===== src/rtl/fetch_unit.sv =====
// fetch_unit: owns the PC, issues in-order imem reads, buffers words in a prefetch FIFO, flushes on redirect.
// Optional macro FETCH_PERF_EN adds perf_fetched/perf_flushed saturating counters.
module fetch_unit #(
  parameter int              PC_W       = 8,
  parameter int              INSTR_W    = 16,
  parameter int              FIFO_DEPTH = 2,
  parameter logic [PC_W-1:0] RESET_PC   = '0,
  parameter logic [PC_W-1:0] PC_STEP    = PC_W'(1)
) (
  input  logic               clk,
  input  logic               rst,
  output logic               imem_req,
  output logic [PC_W-1:0]    imem_addr,
  input  logic               imem_ready,
  input  logic               imem_rvalid,
  input  logic [INSTR_W-1:0] imem_rdata,
  output logic               out_valid,
  input  logic               out_ready,
  output logic [INSTR_W-1:0] out_instr,
  output logic [PC_W-1:0]    out_pc,
  input  logic               redirect,
  input  logic [PC_W-1:0]    redirect_pc
`ifdef FETCH_PERF_EN
  ,
  output logic [15:0]        perf_fetched,
  output logic [15:0]        perf_flushed
`endif
);

  localparam int PTR_W = (FIFO_DEPTH > 1) ? $clog2(FIFO_DEPTH) : 1;
  localparam int CNT_W = $clog2(FIFO_DEPTH + 1);
  localparam logic [CNT_W:0]   DEPTH_C = (CNT_W + 1)'(FIFO_DEPTH);
  localparam logic [CNT_W-1:0] FULL_C  = CNT_W'(FIFO_DEPTH);

  typedef struct packed {
    logic [PC_W-1:0]    pc;
    logic [INSTR_W-1:0] instr;
  } entry_t;

  logic               r_run;
  logic [PC_W-1:0]    r_fetch_pc;
  logic [CNT_W-1:0]   r_outstanding;
  logic [CNT_W-1:0]   r_discard;
  entry_t             r_fifo [FIFO_DEPTH];
  logic [PTR_W-1:0]   r_wr_ptr;
  logic [PTR_W-1:0]   r_rd_ptr;
  logic [CNT_W-1:0]   r_count;
  logic [PC_W-1:0]    r_tag [FIFO_DEPTH];
  logic [PTR_W-1:0]   r_tag_wr;
  logic [PTR_W-1:0]   r_tag_rd;

  logic [CNT_W:0]     w_occ;
  logic               w_req;
  logic               w_issue;
  logic               w_pop;
  logic               w_drop;
  logic               w_push;
  logic [CNT_W-1:0]   w_out_next;

  // Outstanding requests reserve FIFO slots, so a response can never find the FIFO full.
  assign w_occ      = {1'b0, r_count} + {1'b0, r_outstanding};
  assign w_req      = r_run & ~redirect & (w_occ < DEPTH_C);
  assign w_issue    = w_req & imem_ready;
  assign w_pop      = (r_count != '0) & out_ready;
  assign w_drop     = imem_rvalid & (redirect | (r_discard != '0));
  assign w_push     = imem_rvalid & ~w_drop;
  assign w_out_next = r_outstanding + CNT_W'(w_issue) - CNT_W'(imem_rvalid);

  assign imem_req   = w_req;
  assign imem_addr  = r_fetch_pc;
  assign out_valid  = (r_count != '0);
  assign out_instr  = r_fifo[r_rd_ptr].instr;
  assign out_pc     = r_fifo[r_rd_ptr].pc;

  always_ff @(posedge clk) begin
    if (!rst) begin
      r_run         <= 1'b0;
      r_fetch_pc    <= RESET_PC;
      r_outstanding <= '0;
      r_discard     <= '0;
      r_wr_ptr      <= '0;
      r_rd_ptr      <= '0;
      r_count       <= '0;
      r_tag_wr      <= '0;
      r_tag_rd      <= '0;
      for (int i = 0; i < FIFO_DEPTH; i++) begin
        r_fifo[i] <= '0;
        r_tag[i]  <= '0;
      end
    end else begin
      r_run         <= 1'b1;
      r_outstanding <= w_out_next;
      if (redirect) begin
        // Everything still in flight after this cycle is stale.
        r_fetch_pc <= redirect_pc;
        r_discard  <= w_out_next;
        r_wr_ptr   <= '0;
        r_rd_ptr   <= '0;
        r_count    <= '0;
        r_tag_wr   <= '0;
        r_tag_rd   <= '0;
      end else begin
        if (w_issue) begin
          r_fetch_pc      <= r_fetch_pc + PC_STEP;
          r_tag[r_tag_wr] <= r_fetch_pc;
          r_tag_wr        <= r_tag_wr + PTR_W'(1);
        end
        if (imem_rvalid && (r_discard != '0)) begin
          r_discard <= r_discard - CNT_W'(1);
        end
        if (w_push) begin
          r_fifo[r_wr_ptr] <= '{pc: r_tag[r_tag_rd], instr: imem_rdata};
          r_wr_ptr         <= r_wr_ptr + PTR_W'(1);
          r_tag_rd         <= r_tag_rd + PTR_W'(1);
        end
        if (w_pop) begin
          r_rd_ptr <= r_rd_ptr + PTR_W'(1);
        end
        r_count <= r_count + CNT_W'(w_push) - CNT_W'(w_pop);
      end
    end
  end

`ifdef FETCH_PERF_EN
  logic [15:0]    r_perf_fetched;
  logic [15:0]    r_perf_flushed;
  logic [CNT_W:0] w_flush_add;
  logic [16:0]    w_flush_sum;

  // Lost work: entries left in the FIFO plus any response dropped in the redirect cycle,
  // then one per stale response that arrives later.
  assign w_flush_add = redirect
                     ? ({1'b0, r_count} - (CNT_W + 1)'(w_pop) + (CNT_W + 1)'(imem_rvalid))
                     : (CNT_W + 1)'(imem_rvalid & (r_discard != '0));
  assign w_flush_sum = {1'b0, r_perf_flushed} + 17'(w_flush_add);

  always_ff @(posedge clk) begin
    if (!rst) begin
      r_perf_fetched <= '0;
      r_perf_flushed <= '0;
    end else begin
      if (w_pop && (r_perf_fetched != 16'hFFFF)) begin
        r_perf_fetched <= r_perf_fetched + 16'd1;
      end
      r_perf_flushed <= w_flush_sum[16] ? 16'hFFFF : w_flush_sum[15:0];
    end
  end

  assign perf_fetched = r_perf_fetched;
  assign perf_flushed = r_perf_flushed;
`endif

  a_no_overflow: assert property (@(posedge clk) disable iff (!rst)
    w_push |-> (r_count != FULL_C));
  a_no_orphan: assert property (@(posedge clk) disable iff (!rst)
    imem_rvalid |-> (r_outstanding != '0));

endmodule


===== config.mk =====
export PLATFORM = sky130hd
export DESIGN_NAME = fetch_unit
export DESIGN_NICKNAME = d
export VERILOG_FILES = /design/src/rtl/fetch_unit.sv
export SDC_FILE = /design/constraint.sdc
export NUM_CORES = 1
export LEC_CHECK = 0
export ABC_AREA = 1
export CORE_ASPECT_RATIO = 0.9
export CORE_UTILIZATION = 55
export CTS_CLUSTER_DIAMETER = 80
export DETAILED_ROUTE_END_ITERATION = 16
export PLACE_DENSITY = 0.88
export SYNTH_ARGS = -nofsm -noshare
export SYNTH_HDL_FRONTEND = slang
export SYNTH_SLANG_ARGS = --single-unit
export TNS_END_PERCENT = 100

===== constraint.sdc =====
create_clock -name clk -period 3.71 [get_ports clk]
set_input_delay 0.5565 -clock clk [delete_from_list [all_inputs] [get_ports clk]]
set_output_delay 0.5565 -clock clk [all_outputs]
set_load 0.01 [all_outputs]

After elaboration in Yosys (flattened, before gate mapping)
Memories as Yosys holds them, arrays and structs flattened. A register that Yosys moved wholly into a read port is not among the register bits.
Index checks and enable logic that the tools add are counted.
Widths: inputs -> output; s select.
- add/subtract/negate cells: 11
- reductions and logical operators: 8
- multiplexer cells: 24
- bitwise operators: 10
- $lt $le $gt $ge: 1
- operators with widths (cell ; number):
    $mux 24 ; 1
    $mux 8 ; 3
    $reduce_or 24->1 ; 1
    $mux 1 ; 18
    $add 8x1->8 const B ; 1
    $reduce_bool 2->1 ; 4
    $reduce_or 8->1 ; 1
    $and 1x1->1 ; 6
    $add 1x1->1 const B ; 4
    $add 2x1->2 ; 2
    $mux 2 ; 2
    $sub 2x1->2 ; 2
    $add 2x2->3 ; 1
    $lt 3x2->1 const B ; 1
    $not 1->1 ; 3
    $reduce_or 2->1 ; 1
    $sub 2x1->2 const B ; 1
    $logic_and 1x1->1 ; 1
    $or 1x1->1 ; 1
- output and inout bits: 34
- memories: 2
- flip-flop bits (word level): 19
- memory bits (writable): 64
- memories (memory ; depth ; width ; rd ports ; clocked after Yosys merged registers in ; wr ports ; RTL line ; text):
    r_fifo ; 2 ; 24 ; 1 ; 1 ; 2 ; 44 ; entry_t r_fifo [FIFO_DEPTH];
    r_tag ; 2 ; 8 ; 1 ; 1 ; 2 ; 48 ; logic [PC_W-1:0] r_tag [FIFO_DEPTH];

Longest topological paths before layout
Gate-level depths: netlist (run 1).
- depth after elaboration: 11
- depth in mapped cells: 12

Worst setup path after synthesis (run 1)
Ideal clock, no wire load.
- kind: input -> register
- start: input redirect
- end: memory r_fifo[0][0] (netlist name), enable pin
- path slack: 1556 ps
- stages on the path: 6
- path buffers: 1
- arrival time: 1773 ps
- path through: inv_2 > nand2_1 > inv_1 > nand3_1 > buf_2 > nand2_1
- RTL lines (item ; RTL line ; text):
    start: declaration ; 21 ; input logic redirect,
    end: declaration ; 44 ;

Worst setup path after layout (run 1)
- start: register r_count[0]
- end: output imem_req
- cells in the longest elaborated chain, start to end: 3
- ends and longest elaborated chain (item ; RTL line ; text):
    start: declaration ; 47 ; logic [CNT_W-1:0] r_count;
    start signal: assignment ; 119 ; r_count <= r_count + CNT_W'(w_push) - CNT_W'(w_pop);
    $add 2x2->3 ; 61 ; assign w_occ = {1'b0, r_count} + {1'b0, r_outstanding};
    $lt 3x2->1 ; 62 ; assign w_req = r_run & ~redirect & (w_occ < DEPTH_C);
    $and 1x1->1 ; 62 ;
    end: declaration ; 12 ; output logic imem_req,
Every way passes these cells.

==> metrics, run 1 <==
FF-to-FF End=r_tag[1][2]; antenna violations before repair=0; Worst-path clk slew=0.08 ns; via count of the first global-routing pass=2407; Post-DRT Antenna Nets=0; Worst Setup End Kind=output port; Ports=64; M3 GR Usage=5.89%; Post-CTS Setup Inserts=0; highest-delay cell along the critical path=clkdlybuf4s50_1; post_cts resized=0; hold path endpoint=r_rd_ptr; met1 Use GR=22.1%; Req. time, crit path=3.15 ns; Synth area leaders=edfxtp_1 51%, dfxtp_1 11%, nor2_1 7.1%; Worst R2R Setup Slack=1.22 ns; CORE AREA=6620 um^2; worst setup margin=1.05 ns; worst setup slack after placement=0.896 ns; skew final=0.0122 ns; Worst-Margin Slew=0.456 ns; VDD IR max=0.000256 V; clk sinks=85; iteration-0 DRC count of the detailed router=128; final wirelength=6500 um; Max stage delay on crit path=0.52 ns; Pwr Total=2.02 mW; Syn Std Cell Area=3800 um^2; Slew HR=69.5%; sequential share of the synthesized area=61.6%; worst hold path type=register to register; worst skew pair latency=0.35 ns; FF+latch count, synth=85; Main synth FF type=edfxtp_1; average cell area after synthesis=10.7 um^2; maximum clock frequency=376 MHz; power per cell area=427 nW/um^2; Hold Buf Count CTS=0; Horiz. Die Dim=89.6 um; Layout fillers=446; CTS tree=yes; first-pass GRT wire length=10400 um; post-synth net total=393; Setup violations, final=0; worst r2r src=r_count[0]; # diodes=0; largest net degree at the start of global routing=26; H-tree depth=3; Setup TNS=0 ns; Synth warnings=0; Routed wire per std cell=12.5 um; post-DP HPWL=4650 um; Clock Tree Root=clkbuf_8; Tmin final=2.66 ns; status=completed; Max Cap Viol=0; nets=461; reg2reg path depth=8; RSZ-0062 raised after global routing=false; cell taking the most area after synthesis=edfxtp_1; die height=80.9 um; placer congestion estimate=0.842; clock buffer depth=2; TritonCTS buffer count=9; period utilisation layout=71.7%; routing usage on met2=33.9%; die area=7250 um^2; post-synthesis cell count=356; area fraction of the dominant cell type after synthesis=50.6%; hold depth=1; Critical Path Start=r_count[0]; crit-path cells=nand2_1 -> inv_1 -> fa_1 -> nor2_1 -> nand2_1 -> inv_1 -> clkdlybuf4s50_1; CP arrival=2.10 ns; WS Path Type=register to output port; DR vias/cell=4.88; number of flops mapped to enable cells by yosys=64; Netlist cell types=25; Synth-to-Final Area Change=24.5%; CP Launch Type=register; initial core utilization=57.4%; Async S/R FF share, synth=0%; worst-path maximum fanout=3; Final Max Slew Viols=0; layout cell share with drive strength beyond 1=13.8%; Post-route DRC=0; Leak=1.90 nW; GRT Max-Usage Layer=met2; GRT Total Usage=19.5%; Final Hold Fails=0; Via Count=2535; min-delay src=r_rd_ptr; port bufs=63; Pre-antenna DRT Iters=4; num rows=28; grt total ovfl=0
synth_stat cells, drive strengths merged (2+ instances only):
| master | n |
|---|---|
| a21oi | 13 |
| buf | 8 |
| clkbuf | 4 |
| dfxtp | 21 |
| edfxtp | 64 |
| ha | 6 |
| inv | 46 |
| mux2 | 24 |
| mux2i | 9 |
| nand2 | 40 |
| nand3 | 17 |
| nor2 | 81 |
| nor3 | 2 |
| o21ai | 9 |
| or2 | 4 |
| xnor2 | 4 |
area by class of cell:
| class | count | area [um^2] | area share, % |
|---|---|---|---|
| Timing Repair Buffer | 69 | 676 | 14.3 |
| Clock inverter | 7 | 81.3 | 1.72 |
| Multi-Input combinational cell | 213 | 1220 | 25.9 |
| Tap cell | 90 | 113 | 2.38 |
| Inverter | 46 | 173 | 3.65 |
| Clock buffer | 9 | 124 | 2.62 |
| Sequential cell | 85 | 2340 | 49.5 |
how the worst max path moves through the flow:
stage | depth (start not counted) | end | slack (ns)
final | 7 | imem_req | 1.05
after global routing | 7 | imem_req | 0.88
after CTS | 7 | imem_req | 1.04
after detailed placement | 6 | r_tag[1][7] | 0.90
after global placement | 8 | r_fifo[0][12] | 0.99
after floorplan | 6 | r_fifo[0][0] | 1.56
cells in the final DEF, fill, tap and decap left out:
cell type / instances
mux2_2: 24
nor2_2: 9
fa_1: 1
or2_1: 2
edfxtp_1: 64
clkdlybuf4s50_1: 63
or2_2: 2
ha_1: 6
nor2_1: 72
bufinv_16: 1
nand3_1: 16
inv_6: 3
a21oi_1: 13
clkinvlp_4: 1
o21ai_0: 9
nor3_1: 2
xnor2_1: 4
and2_1: 1
inv_1: 45
inv_2: 1
clkinv_4: 2
o21a_1: 1
buf_4: 6
nand2_1: 40
dfxtp_1: 21
clkbuf_8: 9
nand3_2: 1
xor2_1: 1
mux2i_1: 9
metrics by stage:
| stage | util (%) | instances | hold WS, ns | instance area [um^2] |
|---|---|---|---|---|
| CTS | 71.5 | 519 | 0.458 | 4730 |
| global placement | 68.4 | 503 | 0.441 | 4530 |
| floorplan | - | 356 | 0.426 | 3800 |
| detailed placement | 68.4 | 503 | 0.447 | 4530 |
| global route | 71.5 | 519 | 0.503 | 4730 |
| finish | 71.5 | 519 | 0.459 | 4730 |
cells by family after synthesis:
| kind of cell | share of synthesized area [%] |
|---|---|
| simple gates | 16.0 |
| flops | 61.6 |
| buf+inv | 6.15 |
| mux | 9.48 |
| compound gates | 3.09 |
| fa+ha+maj | 2.50 |
| xor+xnor | 1.15 |
power breakdown:
part | switching [mW] | total [mW] | internal (mW) | leakage (nW)
sequential | 0.0288 | 1.11 | 1.08 | 0.837
clock | 0.333 | 0.653 | 0.320 | 0.101
combinational | 0.130 | 0.264 | 0.133 | 0.966
total | 0.492 | 2.02 | 1.53 | 1.90
metal layers:
| metal | part of all wire [%] | wire length (um) |
|---|---|---|
| met4 | 1.4 | 93 |
| met3 | 5.8 | 375 |
| met1 | 44 | 2850 |
| met5 | 0 | 0 |
| met2 | 49 | 3170 |
flip-flops by register name, summed over array words and instances (netlist names), named ones only:
register and flops:
r_rd_ptr 1, r_tag_rd 1, r_outstanding 2, r_count 2, r_run 1, r_tag 16, r_tag_wr 1, r_fifo 48
r_wr_ptr 1, r_discard 2, imem_addr 8
critical path, delay by kind of cell (launching register included):
family | cells | cell delay [ns]
adder cells (fa/ha/maj) | 1 | 0.41
flip-flops | 1 | 0.36
buffers and inverters | 3 | 0.63
AND/OR/NAND/NOR | 3 | 0.36
(Power assumes the default switching activity.)
==> inputs of run 2 (changes only) <==
- CORE_UTILIZATION: 55 -> 48
- PLACE_DENSITY: 0.88 -> 0.82
- clock period: 3.71 -> 2.2 ns (I/O delays scaled with it)
==> metrics, run 2 (same netlist as run 1, synthesis figures left out) <==
VDD IR max=0.000460 V (+79%); Ports=64 (unchanged); final wirelength=6840 um (+5.3%); met2 wire len=3310 um (+4.4%); CP bufs+invs=2 (-1); M1 wire length=3030 um (+6.1%); Synth-to-Final Area Change=27.7%; Worst-Margin Slew=0.433 ns (-0.0222 ns); iteration-0 DRC count of the detailed router=105 (-18%); RSZ-0062 raised after global routing=true; CP arrival=1.78 ns (-0.32 ns); status=completed; first-pass GRT wire length=11000 um (+5.4%); Pwr Total=3.42 mW (+69%); crit-path cells=buf_12 -> mux2_2 -> clkdlybuf4s50_1; die area=8280 um^2 (+14%); FF-to-FF End=r_discard[0]; CORE AREA=7620 um^2 (+15%); worst-path maximum fanout=24 (+21); highest-delay cell along the critical path=clkdlybuf4s50_1; via count of the first global-routing pass=2533 (+5.2%); max reg flops=48 (unchanged); Biggest register=r_fifo; TritonCTS buffer count=9 (unchanged); Horiz. Die Dim=95.8 um (+6.9%); Leak=1.96 nW (+2.8%); # diodes=0 (unchanged); crit-path leading delay family=buffers and inverters; clock buffer depth=2 (unchanged); maximum clock frequency=473 MHz; Setup violations, final=0 (unchanged); worst r2r src=r_outstanding[0]; Worst Setup End Kind=output port; met3 WL post-DR=407 um (+8.5%); end-of-flow core utilization=63.7% (-7.8 points); Routed wire per std cell=12.8 um (+2.6%); CP Launch Type=register; Placed Cells=515 (+2.4%); die height=86.4 um (+6.9%); clk sinks=85 (unchanged); placed inst area=4620 um^2 (+2.0%); layout cell share with drive strength beyond 1=17.2% (+3.4 points); antenna violations before repair=0 (unchanged); largest net degree at the start of global routing=25 (-3.8%); power per cell area=704 nW/um^2 (+65%); Worst R2R Setup Slack=0.09 ns (-1.13 ns); nets=469 (+1.7%); grt total ovfl=0 (unchanged); Tmin final=2.11 ns; period utilisation layout=96.0%; reg2reg path depth=10 (+2); WS Path Type=register to output port; post-DP HPWL=4780 um (+2.8%); Setup TNS=0 ns (unchanged); Post-route DRC=0 (unchanged); Max stage delay on crit path=0.51 ns (about the same); worst setup margin=0.0878 ns (-0.961 ns); hold depth=1 (unchanged); Via Count=2659 (+4.9%); final instance area=4850 um^2 (+2.5%); num rows=30 (+7.1%); Max Cap Viol=0 (unchanged); CTS tree=yes; placer congestion estimate=0.904 (+7.4%); Non-Filler Instances=533 (+2.7%); DR vias/cell=4.99 (+2.1%); Worst-path clk slew=0.09 ns (about the same); commonest non-fill, non-tap cells in the layout=71 x nor2_1, 64 x edfxtp_1, 62 x clkdlybuf4s50_1; Pre-antenna DRT Iters=4 (unchanged); worst setup slack after placement=0.0287 ns (-0.867 ns); min-delay src=r_rd_ptr; initial core utilization=49.9% (-7.5 points); Final Hold Fails=0 (unchanged); Post-DRT Antenna Nets=0 (unchanged); worst hold path type=register to register; commonest non-fill, non-tap cell in the layout=nor2_1; port bufs=63 (unchanged); Slew HR=71.1% (+1.5 points); Req. time, crit path=1.87 ns (-1.28 ns); Clock Tree Root=clkbuf_8; skew final=0.0111 ns (-0.00112 ns); Min Hold Slack=0.465 ns (+0.00641 ns); worst skew pair latency=0.36 ns (about the same); GRT Total Usage=17.7% (-1.8 points); H-tree depth=3 (unchanged); Final Max Slew Viols=0 (unchanged); highest metal used=met4
[run 2: cell type report]
class                           count  area, um^2
Fill cell                         605        2770
Tap cell                           96         120
Sequential cell                    85        2340
Multi-Input combinational cell    213        1250
Clock inverter                      7        76.3
Inverter                           46         173
Timing Repair Buffer               77         768
Clock buffer                        9         124
[run 2: metal layers]
metal  global-route usage, %  up-vias
met1                    20.6     1244
met3                    6.67       10
met5                       0        -
met2                    30.1       84
met4                    6.11        0
li1                        -     1321
[run 2: timing repair]
item	CTS	global route
hold buffers	0	0
resized for setup	2	8
buffers inserted	0	2
pin swaps	1	3
gates cloned	0	0
endpoints found under the setup margin	1	16
[run 2: how the worst max path moves through the flow]
stage,start,endpoint,slack (ns),depth (start not counted)
6_report,register,out_pc[5],0.09,3
5_1_grt,r_outstanding[0],r_discard[0],-0.02,10
4_1_cts,r_count[0],r_discard[0],0.06,10
3_5_place_dp,r_count[0],r_discard[0],0.03,10
3_3_place_gp,r_count[0],r_discard[1],0.11,11
2_1_floorplan,r_count[0],r_discard[0],0.06,11
[run 2: worst reg2reg max path, cell delays in order, from the launching register on]
cell	delay, ns
dfxtp_2	0.33
nand2_1	0.05
inv_1	0.04
fa_1	0.45
nor2_2	0.16
nand3_2	0.15
ha_4	0.29
inv_1	0.04
ha_2	0.26
a21oi_1	0.15
a21oi_1	0.08
[run 2: report_power, final]
part	switching, mW	leakage, nW	internal [mW]	total, mW
clock	0.621	0.103	0.451	1.07
sequential	0.0487	0.837	1.82	1.87
combinational	0.231	1.02	0.248	0.478
